==> config.mk <==
export PLATFORM = sky130hd
export DESIGN_NAME = seq_arith_8b_alu_issue
export DESIGN_NICKNAME = d
export VERILOG_FILES = /design/src/rtl/alu_pkg.sv /design/src/rtl/alu_req_queue.sv /design/src/rtl/seq_arith_8b_alu_issue.sv
export SDC_FILE = /design/constraint.sdc
export NUM_CORES = 1
export LEC_CHECK = 0
export CORE_ASPECT_RATIO = 1.75
export CORE_MARGIN = 3
export CORE_UTILIZATION = 42
export CTS_CLUSTER_DIAMETER = 50
export DETAILED_ROUTE_END_ITERATION = 16
export PLACE_DENSITY_LB_ADDON = 0.3
export SYNTH_ARGS = -nofsm -noshare
export SYNTH_HDL_FRONTEND = slang
export SYNTH_SLANG_ARGS = --single-unit
==> constraint.sdc <==
create_clock -name clk -period 3.7 [get_ports clk]
set_clock_uncertainty 0.15 [all_clocks]
set_input_delay 1.11 -clock clk [delete_from_list [all_inputs] [get_ports clk]]
set_output_delay 1.11 -clock clk [all_outputs]
set_load 0.005 [all_outputs]
==> src/rtl/alu_pkg.sv <==
// Shared ALU definitions: opcode encodings and the request record
// carried from the issue queue to the ALU.
package alu_pkg;

  localparam logic [2:0] ALU_OP_ADD     = 3'd0;
  localparam logic [2:0] ALU_OP_SUB     = 3'd1;
  localparam logic [2:0] ALU_OP_SRL     = 3'd2;
  localparam logic [2:0] ALU_OP_SLL     = 3'd3;
  localparam logic [2:0] ALU_OP_LT      = 3'd4;
  localparam logic [2:0] ALU_OP_EQ      = 3'd5;
  localparam logic [2:0] ALU_OP_GT      = 3'd6;
  localparam logic [2:0] ALU_OP_INVALID = 3'd7;

  typedef struct packed {
    logic [7:0] in0;
    logic [7:0] in1;
    logic [2:0] op;
  } alu_req_t;

endpackage

==> src/rtl/alu_req_queue.sv <==
// In-order request FIFO with wrap-around pointers and an occupancy count.
// p_depth must be a power of two (2 or 4) so the pointers wrap naturally.
module alu_req_queue
  import alu_pkg::*;
#(
  parameter int p_depth = 2
) (
  input  logic                     clk,
  input  logic                     reset,
  input  logic                     enq_val,
  output logic                     enq_rdy,
  input  alu_req_t                 enq_data,
  output logic                     deq_val,
  input  logic                     deq_rdy,
  output alu_req_t                 deq_data,
  output logic [$clog2(p_depth):0] count
);

  localparam int PW = $clog2(p_depth);
  localparam int CW = PW + 1;

  logic [PW-1:0] r_wr_ptr;
  logic [PW-1:0] r_rd_ptr;
  logic [CW-1:0] r_count;
  alu_req_t      r_mem [p_depth];
  logic          w_enq;
  logic          w_deq;

  assign enq_rdy  = (r_count != CW'(p_depth));
  assign deq_val  = (r_count != '0);
  assign deq_data = r_mem[r_rd_ptr];
  assign count    = r_count;
  assign w_enq    = enq_val && enq_rdy;
  assign w_deq    = deq_val && deq_rdy;

  // Storage is not reset; the count alone decides which entries are live.
  always_ff @(posedge clk) begin
    if (w_enq) begin
      r_mem[r_wr_ptr] <= enq_data;
    end
  end

  always_ff @(posedge clk) begin
    if (reset) begin
      r_wr_ptr <= '0;
      r_rd_ptr <= '0;
      r_count  <= '0;
    end else begin
      if (w_enq) begin
        r_wr_ptr <= r_wr_ptr + 1'b1;
      end
      if (w_deq) begin
        r_rd_ptr <= r_rd_ptr + 1'b1;
      end
      case ({w_enq, w_deq})
        2'b10:   r_count <= r_count + 1'b1;
        2'b01:   r_count <= r_count - 1'b1;
        default: r_count <= r_count;
      endcase
    end
  end

endmodule

==> src/rtl/seq_arith_8b_alu_issue.sv <==
// Issue/writeback wrapper: queues ALU requests, presents the head to the
// external combinational ALU and registers its result as the response.
module seq_arith_8b_alu_issue
  import alu_pkg::*;
#(
  parameter int p_depth = 2
) (
  input  logic       clk,
  input  logic       reset,
  input  logic       req_val,
  output logic       req_rdy,
  input  logic [7:0] req_in0,
  input  logic [7:0] req_in1,
  input  logic [2:0] req_op,
  output logic [7:0] alu_in0,
  output logic [7:0] alu_in1,
  output logic [2:0] alu_op,
  input  logic [7:0] alu_out,
  output logic       resp_val,
  input  logic       resp_rdy,
  output logic [7:0] resp_out
);

  alu_req_t                 w_enq_data;
  alu_req_t                 w_head;
  logic                     w_enq_rdy;
  logic                     w_deq_val;
  logic [$clog2(p_depth):0] w_count;
  logic                     w_issue;
  logic                     r_resp_val;
  logic [7:0]               r_resp_out;

  assign w_enq_data = {req_in0, req_in1, req_op};
  // Ready depends only on occupancy, never on a same-cycle dequeue.
  assign req_rdy    = !reset && w_enq_rdy;
  assign w_issue    = (w_count != '0) && (!r_resp_val || resp_rdy);

  alu_req_queue #(
    .p_depth (p_depth)
  ) u_queue (
    .clk      (clk),
    .reset    (reset),
    .enq_val  (req_val && req_rdy),
    .enq_rdy  (w_enq_rdy),
    .enq_data (w_enq_data),
    .deq_val  (w_deq_val),
    .deq_rdy  (w_issue),
    .deq_data (w_head),
    .count    (w_count)
  );

  assign alu_in0 = (w_deq_val && !reset) ? w_head.in0 : '0;
  assign alu_in1 = (w_deq_val && !reset) ? w_head.in1 : '0;
  assign alu_op  = (w_deq_val && !reset) ? w_head.op  : '0;

  always_ff @(posedge clk) begin
    if (reset) begin
      r_resp_val <= 1'b0;
      r_resp_out <= '0;
    end else if (w_issue) begin
      r_resp_val <= 1'b1;
      r_resp_out <= alu_out;
    end else if (r_resp_val && resp_rdy) begin
      r_resp_val <= 1'b0;
    end
  end

  // Masked during reset so nothing stale is visible before the reset edge lands.
  assign resp_val = r_resp_val && !reset;
  assign resp_out = reset ? 8'd0 : r_resp_out;

endmodule

==> metrics.cfg, run 1 <==
[logic_synthesis]
synthArstFlopShare = 0
ys_top_cells_by_area = edfxtp_1, dfxtp_1, mux2i_1
yosysWarnings = 0
avgSynthCellArea_sq_um = 12.97
ys_types = 28
synthTopCellsByCount = edfxtp_1, nor2_1, mux2i_1
synth_top_flop_cell = edfxtp_1
yosysTopAreaCellShare = 0.5464
ys_seq_elements = 52
synth.cell_area_sq_um = 2088
synth_cells = 161
synth-edff-count = 38
yosysSeqAreaShare = 0.6806
yosysMostFrequentCell = edfxtp_1
synth_fp_nets = 193
synth.largest_area_cell = edfxtp_1

[grt]
antenna_found_initial = 0
grt_max_degree = 23
grt_pass1_vias = 1409
overflow = 0
grt_pass1_wl_microns = 6223
grt_usage = 0.1392

[place]
dpl_cell_area_sq_um = 2766
post-place-ws_ps = -122.5
portBuffers = 59
dpl.hpwl_microns = 2745
gp_congestion = 0.7088

[drt]
dr.pass1.iters = 4
drt_iter0_drc = 16
ant_nets = 0
wl_microns = 3866
wire_per_inst_microns = 13.86
routed_via_density = 4.986
vias = 1391
drc = 0

[power_and_ir_drop]
clkPwrFrac = 0.187
swShare = 0.2905
power.switching_mw = 0.4489
intPower_mw = 1.096
powerDensity_nw_per_um2 = 542.2
p_seq_frac = 0.476
peakVddDrop_v = 0.0004952
power_frac_comb = 0.337
p_total_mw = 1.545
p_leak_nw = 1.078

[min_path]
min_to = r_resp_out[5]
min_path_type = register to register
min_from = r_resp_out[5]
whs_path_depth = 2

[timing]
worst_pin_slew_ps = 592.2
rsz0062_at_grt = no
setup_ws_ps = 298.5
drv_slew = 0
fin_tns_setup_ps = 0
finalCritPeriodShare = 0.9193
clock.fmax_mhz = 294.0
hold_viol = 0
setup_viol = 0
period_needed_ps = 3402
maxSlewHeadroom = 0.6038

[floorplanning]
core_sq_um = 4748
dieArea_sq_um = 5887
initial_core_util = 0.4398
die_x_microns = 59.30
ioPinCount = 60
placementRows = 33
die_y_microns = 99.28

[finish]
design_area_sq_um = 2850
fin_nets = 259
diodes = 0
drive_above_1_share = 0.1057
syn_to_final_growth_pct = 36.49
final_util = 0.6003
n_fill_cell = 422

[clocking]
worstSkewPairLatency_ps = 280
ctsRootBufferMaster = clkbuf_8
cts.htree.levels = 2
clock_sinks = 52
cts_buffer_depth = 2
cts_made_buffers = 5
path_clk_slew_ps = 80
cts_tree = yes

[run]
drv_cap = 0

[critical_path]
cp_max_fo = 4
crit_arrival_ps = 2140
r2r_start = u_queue.count[0]
rrSetupSlack_ps = 1670
worst-setup-path-type = input pin to output port
required_ps = 2440
critPathCaptureType = output port
r2r_end = u_queue.count[1]
cp-start-kind = input pin
ff2ff_path_depth = 5

[outcome]
status = finished, final reports clean

[placed cells by master, fill, tap and decap left out, types with 2 or more instances in the layout]
cell	n
a21oi_1	10
buf_4	8
clkbuf_8	5
clkdlybuf4s50_1	40
dfxtp_1	14
dlygate4sd2_1	18
edfxtp_1	38
inv_1	2
mux2i_1	19
nand2_1	2
nand2b_1	2
nand3_1	8
nor2_1	20
nor2_2	3
nor2b_1	9
o21ai_0	9
o21ai_1	2
or3_1	2
[metrics by stage]
stage | hold slack [ps] | instances
after CTS | 328.8 | 277
after global routing | 348.0 | 279
after floorplan | 298.9 | 161
final | 324.8 | 279
after detailed placement | 315.3 | 270
after global placement | 306.2 | 270
[critical path: stages]
cell and delay (ps):
dlymetal6s2s_1 150, inv_2 70, nand2_2 60, buf_12 140, nor2_2 100, clkdlybuf4s50_1 500
[what timing repair did]
action	in CTS	in global routing
setup buffers	0	2
hold buffers	0	0
gates resized for setup	22	2
endpoints found under the setup margin	19	11
[sequential cells by signal (all words and copies together), names as in the netlist, named ones only]
name              cells
u_queue.r_mem        38
r_resp_out            8
u_queue.count         2
r_resp_val            1
u_queue.r_rd_ptr      1
u_queue.r_wr_ptr      1
[layer usage]
layer / vias to the layer above / track usage / wire length, microns
met5: - / 0 / 0
met4: 0 / 0.05236 / 47
met3: 4 / 0.04156 / 279
met2: 45 / 0.2519 / 2066
met1: 640 / 0.1441 / 1473
li1: 702 / - / -
[cell type report]
| type | instances | area (sq um) | area share |
|---|---|---|---|
| clock buffers | 6 | 72.57 | 0.02546 |
| flip-flops and latches | 52 | 1421 | 0.4987 |
| multi-input cells | 96 | 613.1 | 0.2151 |
| well taps | 52 | 65.06 | 0.02283 |
| inverters | 3 | 11.26 | 0.003951 |
| repair buffers | 69 | 661.9 | 0.2322 |
| clock inverters | 1 | 5.005 | 0.001756 |
[logic make-up (layout without fill, tap and decap cells)]
family / after synthesis / in the layout / synth area share
AOI/OAI and AO/OA: 23 / 23 / 0.05812
xor gates and xnor gates: 2 / 2 / 0.008390
adders and majority gates: 1 / 1 / 0.005991
buffers and inverters: 13 / 79 / 0.03355
DFF: 52 / 52 / 0.6806
muxes: 19 / 19 / 0.09107
and+or+nand+nor: 51 / 51 / 0.1222
[power by group through the flow]
stage | Combinational, mW | Sequential, mW | Clock, mW
after floorplan | 0.331 | 0.741 | 0
after global placement | 0.533 | 0.745 | 0
after detailed placement | 0.546 | 0.749 | 0
after CTS | 0.526 | 0.736 | 0.301
after global routing | 0.577 | 0.744 | 0.320
final | 0.522 | 0.735 | 0.289
[how the worst max path moves through the flow]
stage	startpoint	endpoint	slack (ps)	cells past startpoint
floorplan	reset	u_queue.r_mem[0][0]	820	1
global placement	reset	alu_in0[2]	-100	6
detailed placement	reset	alu_in0[2]	-120	6
CTS	reset	alu_in0[7]	-40	6
global route	reset	alu_in0[7]	260	6
finish	reset	alu_in0[7]	300	6
No activity file was read; power rests on OpenSTA's default activity.
==> run 2: changes to the inputs <==
--- a/config.mk
+++ b/config.mk
@@ -5,6 +5,7 @@
 export SDC_FILE = /design/constraint.sdc
 export NUM_CORES = 1
 export LEC_CHECK = 0
+export ABC_CLOCK_PERIOD_IN_PS = 3700
 export CORE_ASPECT_RATIO = 1.75
 export CORE_MARGIN = 3
 export CORE_UTILIZATION = 42
==> results of run 2 <==
The final DEF is identical to that of run 1; final timing and power are the same.
==> run 3: changes to the inputs <==
--- a/config.mk
+++ b/config.mk
@@ -10,6 +10,7 @@
 export CORE_MARGIN = 3
 export CORE_UTILIZATION = 42
 export CTS_CLUSTER_DIAMETER = 50
+export CTS_CLUSTER_SIZE = 12
 export DETAILED_ROUTE_END_ITERATION = 16
 export PLACE_DENSITY_LB_ADDON = 0.3
 export SYNTH_ARGS = -nofsm -noshare
==> results of run 3 <==
The final DEF is identical to that of run 1; final timing and power are the same.
==> patch: new RTL, flow settings as in run 1 <==
`p_depth` is set to 2 in 2 places; all go to 4. Comments in the files are not updated.
--- a/src/rtl/alu_req_queue.sv
+++ b/src/rtl/alu_req_queue.sv
@@ -5,3 +5,3 @@
 #(
-  parameter int p_depth = 2
+  parameter int p_depth = 4
 ) (
--- a/src/rtl/seq_arith_8b_alu_issue.sv
+++ b/src/rtl/seq_arith_8b_alu_issue.sv
@@ -5,3 +5,3 @@
 #(
-  parameter int p_depth = 2
+  parameter int p_depth = 4
 ) (
Formal check against the unedited RTL: not equivalent (Yosys sat finds a counterexample within 4 cycles, from zero or initial values and one cycle with reset high).
==> patch against run 1 <==
Sequential cell count grew 42. Setup slack lost 0.21 ns. Synthesized cell count grew 39%. Cell area grew 73%. Total power grew 100%. Area after synthesis grew 85%. Via count grew 48%. Wire length grew 77%. Highest routed layer unchanged.
==> patch: results <==
set metrics [dict create \
    viasPerCell 4.91 \
    syn-num-nets 260 \
    clkTransAtPathRegs_ns 0.06 \
    n_fill_cell 745 \
    clock_latency_ns 0.33 \
    yosys-top-cells-area "edfxtp_1 59%, dfxtp_1 9.3%, mux4_1 6.1%" \
    synth_area_per_cell_um2 17.3 \
    layout-drive-gt1-share_pct 16.2 \
    ys_warn_count 0 \
    yosysSeqAreaShare_pct 68.5 \
    ctsHtreeMaxLevel 3 \
    r2r_setup_slack_ns 1.24 \
    status "complete, no violations" \
    placed_cells 402 \
    synth_edf_count 76 \
    vias 2062 \
    crit_path_top_delay_cell "clkdlybuf4s50_1" \
    post_dp_cell_area_um2 4640 \
    largest_reg_flops 76 \
    slew_headroom_pct 75.8 \
    cp.arrival_ns 2.35 \
    place.gp.congestion 0.683 \
    cts_buffers 9 \
    grt.total_usage_pct 14.5 \
    nNetsFinal 335 \
    drt_iter0_markers 206 \
    grt_pass1_vias 2174 \
    max-vdd-ir-drop_uv 358 \
    max_stage_delay_ns 0.54 \
    antenna_found_initial 0 \
    async_reset_ff_share_pct 0 \
    path_max_fanout 28 \
    synthDistinctLibCells 29 \
    cts_root_buffer "clkbuf_16" \
    wl_um 6840 \
    hold_path_class "register to register" \
    ys_top_cells_by_count "76 x edfxtp_1, 29 x nor2b_1, 18 x dfxtp_1" \
    grt_start_max_net_pins 29 \
    leakage_nw 1.79 \
    grt_pass1_wl_um 11100 \
    dp_hpwl_um 4350 \
]
-- patch: where the power goes --
group / switching [mW] / leakage, nW / internal, mW
clock network: 0.353 / 0.151 / 0.587
registers: 0.0459 / 0.838 / 1.26
logic: 0.405 / 0.803 / 0.463
-- patch: worst max-delay path, delay by kind of cell --
| family | cells | cell delay [ns] |
|---|---|---|
| buffers and inverters | 3 | 1.06 |
| AND/OR/NAND/NOR | 1 | 0.18 |
-- patch: area by class of cell --
| cell class | instances | area (µm²) | area share, % |
|---|---|---|---|
| Clock buffer | 11 | 233 | 4.73 |
| Clock inverter | 5 | 73.8 | 1.50 |
| Inverter | 15 | 56.3 | 1.14 |
| Multi-Input combinational cell | 103 | 1080 | 22.0 |
| Sequential cell | 94 | 2640 | 53.7 |
| Tap cell | 117 | 146 | 2.97 |
| Timing Repair Buffer | 75 | 687 | 14.0 |
-- patch: final timing paths --
check                                   startpoint                                to  cells past startpoint
hold / removal    u_queue.r_wr_ptr[0]$_SDFFE_PP0P_  u_queue.r_wr_ptr[0]$_SDFFE_PP0P_                      2
setup / recovery                             reset                       resp_out[5]                      4
setup reg to reg     u_queue.count[1]$_SDFFE_PP0P_     u_queue.count[2]$_SDFFE_PP0P_                      9
hold reg to reg   u_queue.r_wr_ptr[0]$_SDFFE_PP0P_  u_queue.r_wr_ptr[0]$_SDFFE_PP0P_                      2
-- patch: cells by family (layout without fill, tap and decap cells) --
family          after synthesis  count (layout)  share of synthesized area, %
compound gates               20              20                          3.50
simple gates                 50              51                          8.40
mux                          24              24                          13.4
buf+inv                      27             106                          3.60
xor+xnor                      2               2                         0.454
flops                        94              94                          68.5
fa+ha+maj                     6               6                          2.14
-- patch: routing by layer --
| layer | GRT usage (%) | routed length [µm] | vias to the layer above |
|---|---|---|---|
| met5 | 0 | 0 | - |
| met4 | 5.84 | 122 | 0 |
| li1 | - | - | 997 |
| met1 | 15.3 | 2560 | 1002 |
| met2 | 26.0 | 3820 | 54 |
| met3 | 4.97 | 347 | 9 |
-- patch: repair_timing --
action / CTS / global route
setup buffers: 2 / 0
setup endpoints to repair: 27 / 0
hold buffers: 0 / 0
resized for setup: 20 / 0
-- patch: metrics by stage --
stage,TNS [ns],worst slack [ns],hold WS [ns]
6_report,0,0.0852,0.369
5_1_grt,0,0.00905,0.391
4_1_cts,0,0.0950,0.372
3_5_place_dp,-3.45,-0.218,0.355
3_3_place_gp,-3.15,-0.173,0.347
2_1_floorplan,0,0.781,0.325
